$ cat src/rtl/audio_pkg.sv
// Shared constants and helpers for the I2S audio output path.
package audio_pkg;

  localparam int SAMPLE_W           = 16;
  localparam int FRAME_SLOTS        = 32;
  localparam int LEFT_CAPTURE_SLOT  = 0;
  localparam int RIGHT_CAPTURE_SLOT = 16;
  localparam int DEFAULT_MCLK_LOG2  = 1;
  localparam int DEFAULT_SCK_LOG2   = 3;

  // Word-select polarity on the I2S bus: LRCK low carries left.
  typedef enum logic {
    CH_LEFT  = 1'b0,
    CH_RIGHT = 1'b1
  } channel_e;

  // Bit of the hold register shifted in a given slot. The one-SCK I2S delay
  // makes slot g carry bit (16-g) mod 16 of its word, so slot 0 carries the
  // previous right word's LSB and slot 16 the left LSB.
  function automatic logic [3:0] slot_bit_index(input logic [4:0] slot);
    logic [4:0] diff;
    diff = 5'd16 - slot;
    return diff[3:0];
  endfunction

  // Slots 1..16 belong to the left word, everything else to the right word.
  function automatic channel_e slot_channel(input logic [4:0] slot);
    return ((slot >= 5'd1) && (slot <= 5'd16)) ? CH_LEFT : CH_RIGHT;
  endfunction

endpackage

$ cat src/rtl/speaker_control.sv
// Serialises 16-bit stereo samples to a Pmod I2S DAC. One free-running
// counter provides MCLK, SCK and LRCK and schedules capture and shifting.
module speaker_control
  import audio_pkg::*;
#(
  parameter int MCLK_LOG2 = DEFAULT_MCLK_LOG2,
  parameter int SCK_LOG2  = DEFAULT_SCK_LOG2
) (
  input  logic                clk,
  input  logic                rst,
  input  logic [SAMPLE_W-1:0] audio_in_left,
  input  logic [SAMPLE_W-1:0] audio_in_right,
  input  logic                mute,
  output logic                audio_mclk,
  output logic                audio_lrck,
  output logic                audio_sck,
  output logic                audio_sdin,
  output logic                sample_ack
);

  localparam int CNT_W    = SCK_LOG2 + 6;
  localparam int SLOT_LSB = SCK_LOG2 + 1;
  localparam int SLOT_W   = $clog2(FRAME_SLOTS);

  // Capture happens on the last clk of the capture slot, just before the
  // counter enters the slot that carries the new word's MSB.
  localparam logic [CNT_W-1:0] LEFT_CAP_CNT  =
    CNT_W'(((LEFT_CAPTURE_SLOT + 1) << SLOT_LSB) - 1);
  localparam logic [CNT_W-1:0] RIGHT_CAP_CNT =
    CNT_W'(((RIGHT_CAPTURE_SLOT + 1) << SLOT_LSB) - 1);

  logic [CNT_W-1:0]    cnt_q, cnt_d;
  logic [SAMPLE_W-1:0] left_hold_q, left_hold_d;
  logic [SAMPLE_W-1:0] right_hold_q, right_hold_d;
  logic                sdin_q, sdin_d;
  logic                ack_q, ack_d;
  logic [SLOT_W-1:0]   slotNext;
  logic [3:0]          bitIdx;
  channel_e            slotChan;

  // Next-state logic: counter increment, per-channel capture and selection
  // of the serial bit for the slot the counter is about to enter. The bit is
  // taken from the next-state hold value so a freshly captured MSB leaves
  // immediately.
  always_comb begin
    cnt_d        = cnt_q + CNT_W'(1);
    left_hold_d  = left_hold_q;
    right_hold_d = right_hold_q;
    ack_d        = 1'b0;
    if (cnt_q == LEFT_CAP_CNT) begin
      left_hold_d = mute ? '0 : audio_in_left;
      ack_d       = 1'b1;
    end
    if (cnt_q == RIGHT_CAP_CNT) begin
      right_hold_d = mute ? '0 : audio_in_right;
    end
    slotNext = cnt_d[CNT_W-1:SLOT_LSB];
    bitIdx   = slot_bit_index(slotNext);
    slotChan = slot_channel(slotNext);
    sdin_d   = (slotChan == CH_LEFT) ? left_hold_d[bitIdx] : right_hold_d[bitIdx];
  end

  // State registers with synchronous reset; all outputs come straight from flops.
  always_ff @(posedge clk) begin
    if (rst) begin
      cnt_q        <= '0;
      left_hold_q  <= '0;
      right_hold_q <= '0;
      sdin_q       <= 1'b0;
      ack_q        <= 1'b0;
    end else begin
      cnt_q        <= cnt_d;
      left_hold_q  <= left_hold_d;
      right_hold_q <= right_hold_d;
      sdin_q       <= sdin_d;
      ack_q        <= ack_d;
    end
  end

  assign audio_mclk = cnt_q[MCLK_LOG2];
  assign audio_sck  = cnt_q[SCK_LOG2];
  assign audio_lrck = cnt_q[CNT_W-1];
  assign audio_sdin = sdin_q;
  assign sample_ack = ack_q;

endmodule
$ cat config.mk
export PLATFORM = sky130hd
export DESIGN_NAME = speaker_control
export DESIGN_NICKNAME = d
export VERILOG_FILES = /design/src/rtl/audio_pkg.sv /design/src/rtl/speaker_control.sv
export SDC_FILE = /design/constraint.sdc
export NUM_CORES = 1
export LEC_CHECK = 0
export ABC_AREA = 0
export CORE_ASPECT_RATIO = 0.9
export CORE_MARGIN = 2
export CORE_UTILIZATION = 35
export CTS_CLUSTER_DIAMETER = 200
export DETAILED_ROUTE_END_ITERATION = 16
export DONT_BUFFER_PORTS = 1
export MAX_ROUTING_LAYER = met4
export PLACE_DENSITY = 0.61
export SETUP_SLACK_MARGIN = 0.05
export SYNTH_ARGS = -nofsm -noshare
export SYNTH_HDL_FRONTEND = slang
export SYNTH_SLANG_ARGS = --single-unit
$ cat constraint.sdc
create_clock -name clk -period 3.4 [get_ports clk]
set_input_delay 0.68 -clock clk [delete_from_list [all_inputs] [get_ports clk]]
set_output_delay 0.68 -clock clk [all_outputs]
set_load 0.02 [all_outputs]
Word level (Yosys, flattened, before mapping):

Cells that the tools add are included.

* register bits after elaboration: 43
* bits in latches: 0
* bits in writable memories: 0
* memory bits (read-only): 0
* input bits: 35
* memories kept: 0

* $add $sub $neg: 2
* $mul: 0
* div/mod/pow operators: 0
* $lt $le $gt $ge: 3
* equality and inequality tests: 2
* shift-type cells: 0
* muxes and demuxes: 10
* bitwise operators: 0
* reductions and logical operators: 1

Operator list (number)
* $mux W16: 4
* $add A9 B1 Y9 const B: 1
* $eq A9 B4 Y1 const B: 1
* $eq A9 B9 Y1 const B: 1
* $bmux W1 S4: 2
* $ge A5 B1 Y1 const B: 1
* $le A5 B5 Y1 const B: 1
* $lt A4 B5 Y1 const B: 1
* $mux W1: 4
* $sub A1 B4 Y4 const A: 1
* $logic_and A1 B1 Y1: 1

Longest topological paths before layout:

* depth in word-level cells: 5
* depth in mapped cells: 14

Least setup slack after synthesis:

Ideal clock, no wire load.

* path type: flip-flop to flip-flop
* start: register cnt_q[1]
* end: register sdin_q (netlist: audio_sdin)
* setup time: 0.132 ns
* data arrival time: 2.914 ns
* slack: 0.354 ns
* stages on the path, launching flop included: 14
* period minus slack after synthesis: 3.046 ns
* cells stage by stage: dfxtp_1 ha_1 and3_1 buf_2 xnor2_2 inv_2 ha_1 xor2_4 mux4_2 nor2_1 nor3_1 a31oi_1 a31o_1 a21oi_1

* word-level cells in the longest chain between the ends: 5
* elaborated cells between the ends (all ways): 14
* those cells by class: add/sub: 2; order compare: 2; eq/ne: 2; mux: 7; reduce/logical: 1

Ends and longest elaborated chain
* from (decl): RTL line speaker_control.sv:32 `logic [CNT_W-1:0] cnt_q, cnt_d;`
* from (signal assigned): RTL line speaker_control.sv:72 `cnt_q <= cnt_d;`
* $add A9 B1 Y9 *: RTL line speaker_control.sv:46 `cnt_d = cnt_q + CNT_W'(1);`
* $sub A1 B4 Y4 *: RTL line audio_pkg.sv:22 `diff = 5'd16 - slot;`
* named net bitIdx[0]: RTL line speaker_control.sv:38 `logic [3:0] bitIdx;`
* $bmux W1 S4: RTL line speaker_control.sv:60 `sdin_d = (slotChan == CH_LEFT) ? left_hold_d[bitIdx] : right_hold_d[bitIdx];`
* $mux W1 (not written as such): RTL line speaker_control.sv:60
* $mux W1 *: RTL line speaker_control.sv:60
* to (signal assigned): RTL line speaker_control.sv:75 `sdin_q <= sdin_d;`
* to (decl): RTL line speaker_control.sv:35 `logic sdin_q, sdin_d;`

The timed path passes the listed nets; every way through them passes the cells marked *. The select of a mux whose other input is x is not followed.
A chain may end at the register's enable or synchronous reset.

Worst setup path in the final report:

* start: register cnt_q[0]
* end: register sdin_q (netlist: audio_sdin)

Same word-level chain as after synthesis.

==> impl_metrics.tcl <==
set metrics [dict create \
    status "finished, final reports clean" \
    grt_pass1_vias 1580 \
    final_cells 333 \
    ant_nets 0 \
    tightest_slew_ns 0.546 \
    numCtsBuffers 5 \
    grt_use_total_pct 14.5 \
    core_area_sq_um 6110 \
    cts.path.max_buffers 2 \
    fillers 615 \
    r2r-end "audio_sdin" \
    yosysMostFrequentCell "nor2_1" \
    hold_viol_final 0 \
    grt_max_degree 44 \
    crit_path_start_kind "register" \
    cp_cell_sequence "ha_1 > and3_1 > xnor2_2 > inv_2 > ha_1 > xor2_4 > buf_4 > mux4_2 > nor2_1 > nor3_1 > a31oi_1 > a31o_1 > a21oi_1" \
    dp_hpwl_um 3450 \
    grt_pass1_wl_um 7650 \
    diodes 0 \
    ys.flop_type "dfxtp_1" \
    nets 284 \
    max_cap_violations 0 \
    cp_num_cells 13 \
    vdd_drop_max_mv 0.140 \
    synth_edf_count 0 \
    firstDrtPassIters 4 \
    cpMaxStageDelayCell "mux4_2" \
    whs_ns 0.452 \
    num_rows 27 \
    end_kind "register" \
    holdPathStages 1 \
    synth.distinct_cells 41 \
    finalMaxSlewViolations 0 \
    r2r_cells 13 \
    cts_setup_buffers 0 \
    die_w_um 87.9 \
    antenna_found_initial 0 \
    cts-resized-gates 0 \
    crit_family "XOR/XNOR gates" \
    relSlewSlack_pct 63.5 \
    yosysSeqAreaShare_pct 38.8 \
    clock_latency_ns 0.30 \
    synthArstFlopShare_pct 0 \
    holdBufCountCts 0 \
    period_needed_ns 2.97 \
    synth_nets 285 \
    netlist_instances 247 \
    hp-class "in2reg" \
    drc 0 \
    avgSynthCellArea_sq_um 8.98 \
    setup_viol 0 \
    htree_levels 2 \
    worst_clock_skew_ns 0.00904 \
    drive_above_1_share_pct 11.4 \
    io_pins 40 \
    cts-root-buf "clkbuf_8" \
    rsz0062_at_grt "false" \
    placed_area_sq_um 2300 \
    synthTopCellsByCount "49 x nor2_1, 43 x dfxtp_1, 26 x a21oi_1, 26 x nor3b_1, 11 x clkbuf_1" \
    via_per_inst 5.17 \
    via_count 1723 \
    place_congestion 0.794 \
    power.leakage_uw 0.000884 \
    fp.dieH_um 79.5 \
    drt_iter0_markers 125 \
    wirelength_um 4760 \
    critPathArrivalTime_ns 3.15 \
    start_util_pct 36.3 \
    yosysWarnings 0 \
    fmax_mhz 337 \
    synth_top_area_share_pct 38.8 \
    critPathMaxStageDelay_ns 0.49 \
    required_ns 3.58 \
    stdcell_area_sq_um 2410 \
    io_buffers 0 \
    crit-reg2reg-launch "cnt_q[0]" \
    path_max_fanout 6 \
    ys_ff_latch 43 \
    synth_top_area_cell "dfxtp_1" \
    crit_start "cnt_q[0]" \
    dp_cells 324 \
    path_class "reg2reg" \
    drt-wirelength-per-cell_um 14.3 \
    tns_ns 0 \
    cts_sinks 43 \
    areaGrowthSynthToFinish_pct 8.86 \
    r2r_setup_slack_ns 0.43 \
    grt-ovfl-total 0 \
    cts_tree "built" \
    crit_buf_inv 2 \
    period_share_pct 87.3 \
    powerDensity_nw_per_um2 379 \
    fp.dieArea_sq_um 6990 \
    netlist_area_sq_um 2220 \
    clkSlewWorstSetupHoldPaths_ns 0.08 \
    crit_path_end "audio_sdin" \
    yosys-top-cells-area "dfxtp_1 39%, nor3b_1 8.8%, nor2_1 8.3%" \
    cp_common_cell "ha_1" \
]
[layout by cell type (no fill, tap or decap), types with 2 or more instances in the layout]
cell / count
mux4_2: 5
dfxtp_1: 43
xnor2_1: 8
ha_1: 3
a31oi_1: 2
nor3_1: 4
and3_1: 2
mux2i_1: 9
nor2_1: 49
nor3b_1: 26
clkbuf_8: 5
a21oi_1: 26
nor2b_1: 9
buf_4: 9
o2111ai_1: 2
and2_1: 2
a211oi_1: 6
nand4_2: 2
nand2_1: 4
inv_1: 3
nand3_1: 7
[stage by stage]
stage | power (uW) | utilization (%) | worst slack (ns)
2_1_floorplan | 548 | - | 0.354
3_3_place_gp | 542 | 37.6 | 0.403
3_5_place_dp | 542 | 37.6 | 0.299
4_1_cts | 923 | 39.2 | 0.265
5_1_grt | 947 | 39.5 | 0.178
6_report | 915 | 39.5 | 0.430
[worst reg2reg max path, stage by stage, from the launching register on]
cell and delay (ns):
dfxtp_1 0.35, ha_1 0.23, and3_1 0.24, xnor2_2 0.32, inv_2 0.07, ha_1 0.25, xor2_4 0.22, buf_4 0.18
mux4_2 0.49, nor2_1 0.10, nor3_1 0.05, a31oi_1 0.16, a31o_1 0.15, a21oi_1 0.06
[registers in the layout, indices dropped and copies added, names as in the netlist]
register      flops
left_hold_q      16
right_hold_q     16
cnt_q             9
audio_sdin        1
sample_ack        1
[worst min path at each step]
stage,start,to,slack [ns]
6_report,rst,cnt_q[0],0.45
5_1_grt,rst,cnt_q[4],0.43
4_1_cts,rst,cnt_q[0],0.44
3_5_place_dp,cnt_q[0],cnt_q[0],0.46
3_3_place_gp,cnt_q[0],cnt_q[0],0.46
2_1_floorplan,cnt_q[0],cnt_q[0],0.44
[metal layers]
metal  global-route usage [%]  part of all wire (%)  vias up
met5                        -                     0        -
met4                     4.15                   1.1        0
met3                     3.93                   4.3        6
met2                     20.9                    44       28
met1                     19.9                    50      824
li1                         -                     -      865
[where the power goes]
| part | switching [uW] | internal [uW] |
|---|---|---|
| combinational | 8.01 | 12.7 |
| clock | 169 | 215 |
| sequential | 3.04 | 506 |
| total | 180 | 734 |
[logic make-up (layout without fill, tap and decap cells)]
group           count (synthesis)  after routing  synth area share (%)
buf+inv                        21             20                  4.40
mux                            16             16                  10.2
compound gates                 45             45                  12.7
flops                          43             43                  38.8
xor+xnor                       11             11                  5.53
simple gates                  108            108                  26.7
fa+ha+maj                       3              3                  1.69
[cell type report]
| cell class | count | area, sq um | area share (%) |
|---|---|---|---|
| clock buffer | 6 | 72.6 | 3.01 |
| timing repair buffer | 9 | 67.6 | 2.80 |
| tap | 87 | 109 | 4.51 |
| clock inverter | 1 | 30.0 | 1.24 |
| inverter | 4 | 15.0 | 0.622 |
| multi-input combinational | 183 | 1260 | 52.2 |
| sequential | 43 | 861 | 35.6 |
Power figures use the tool's default switching activity.
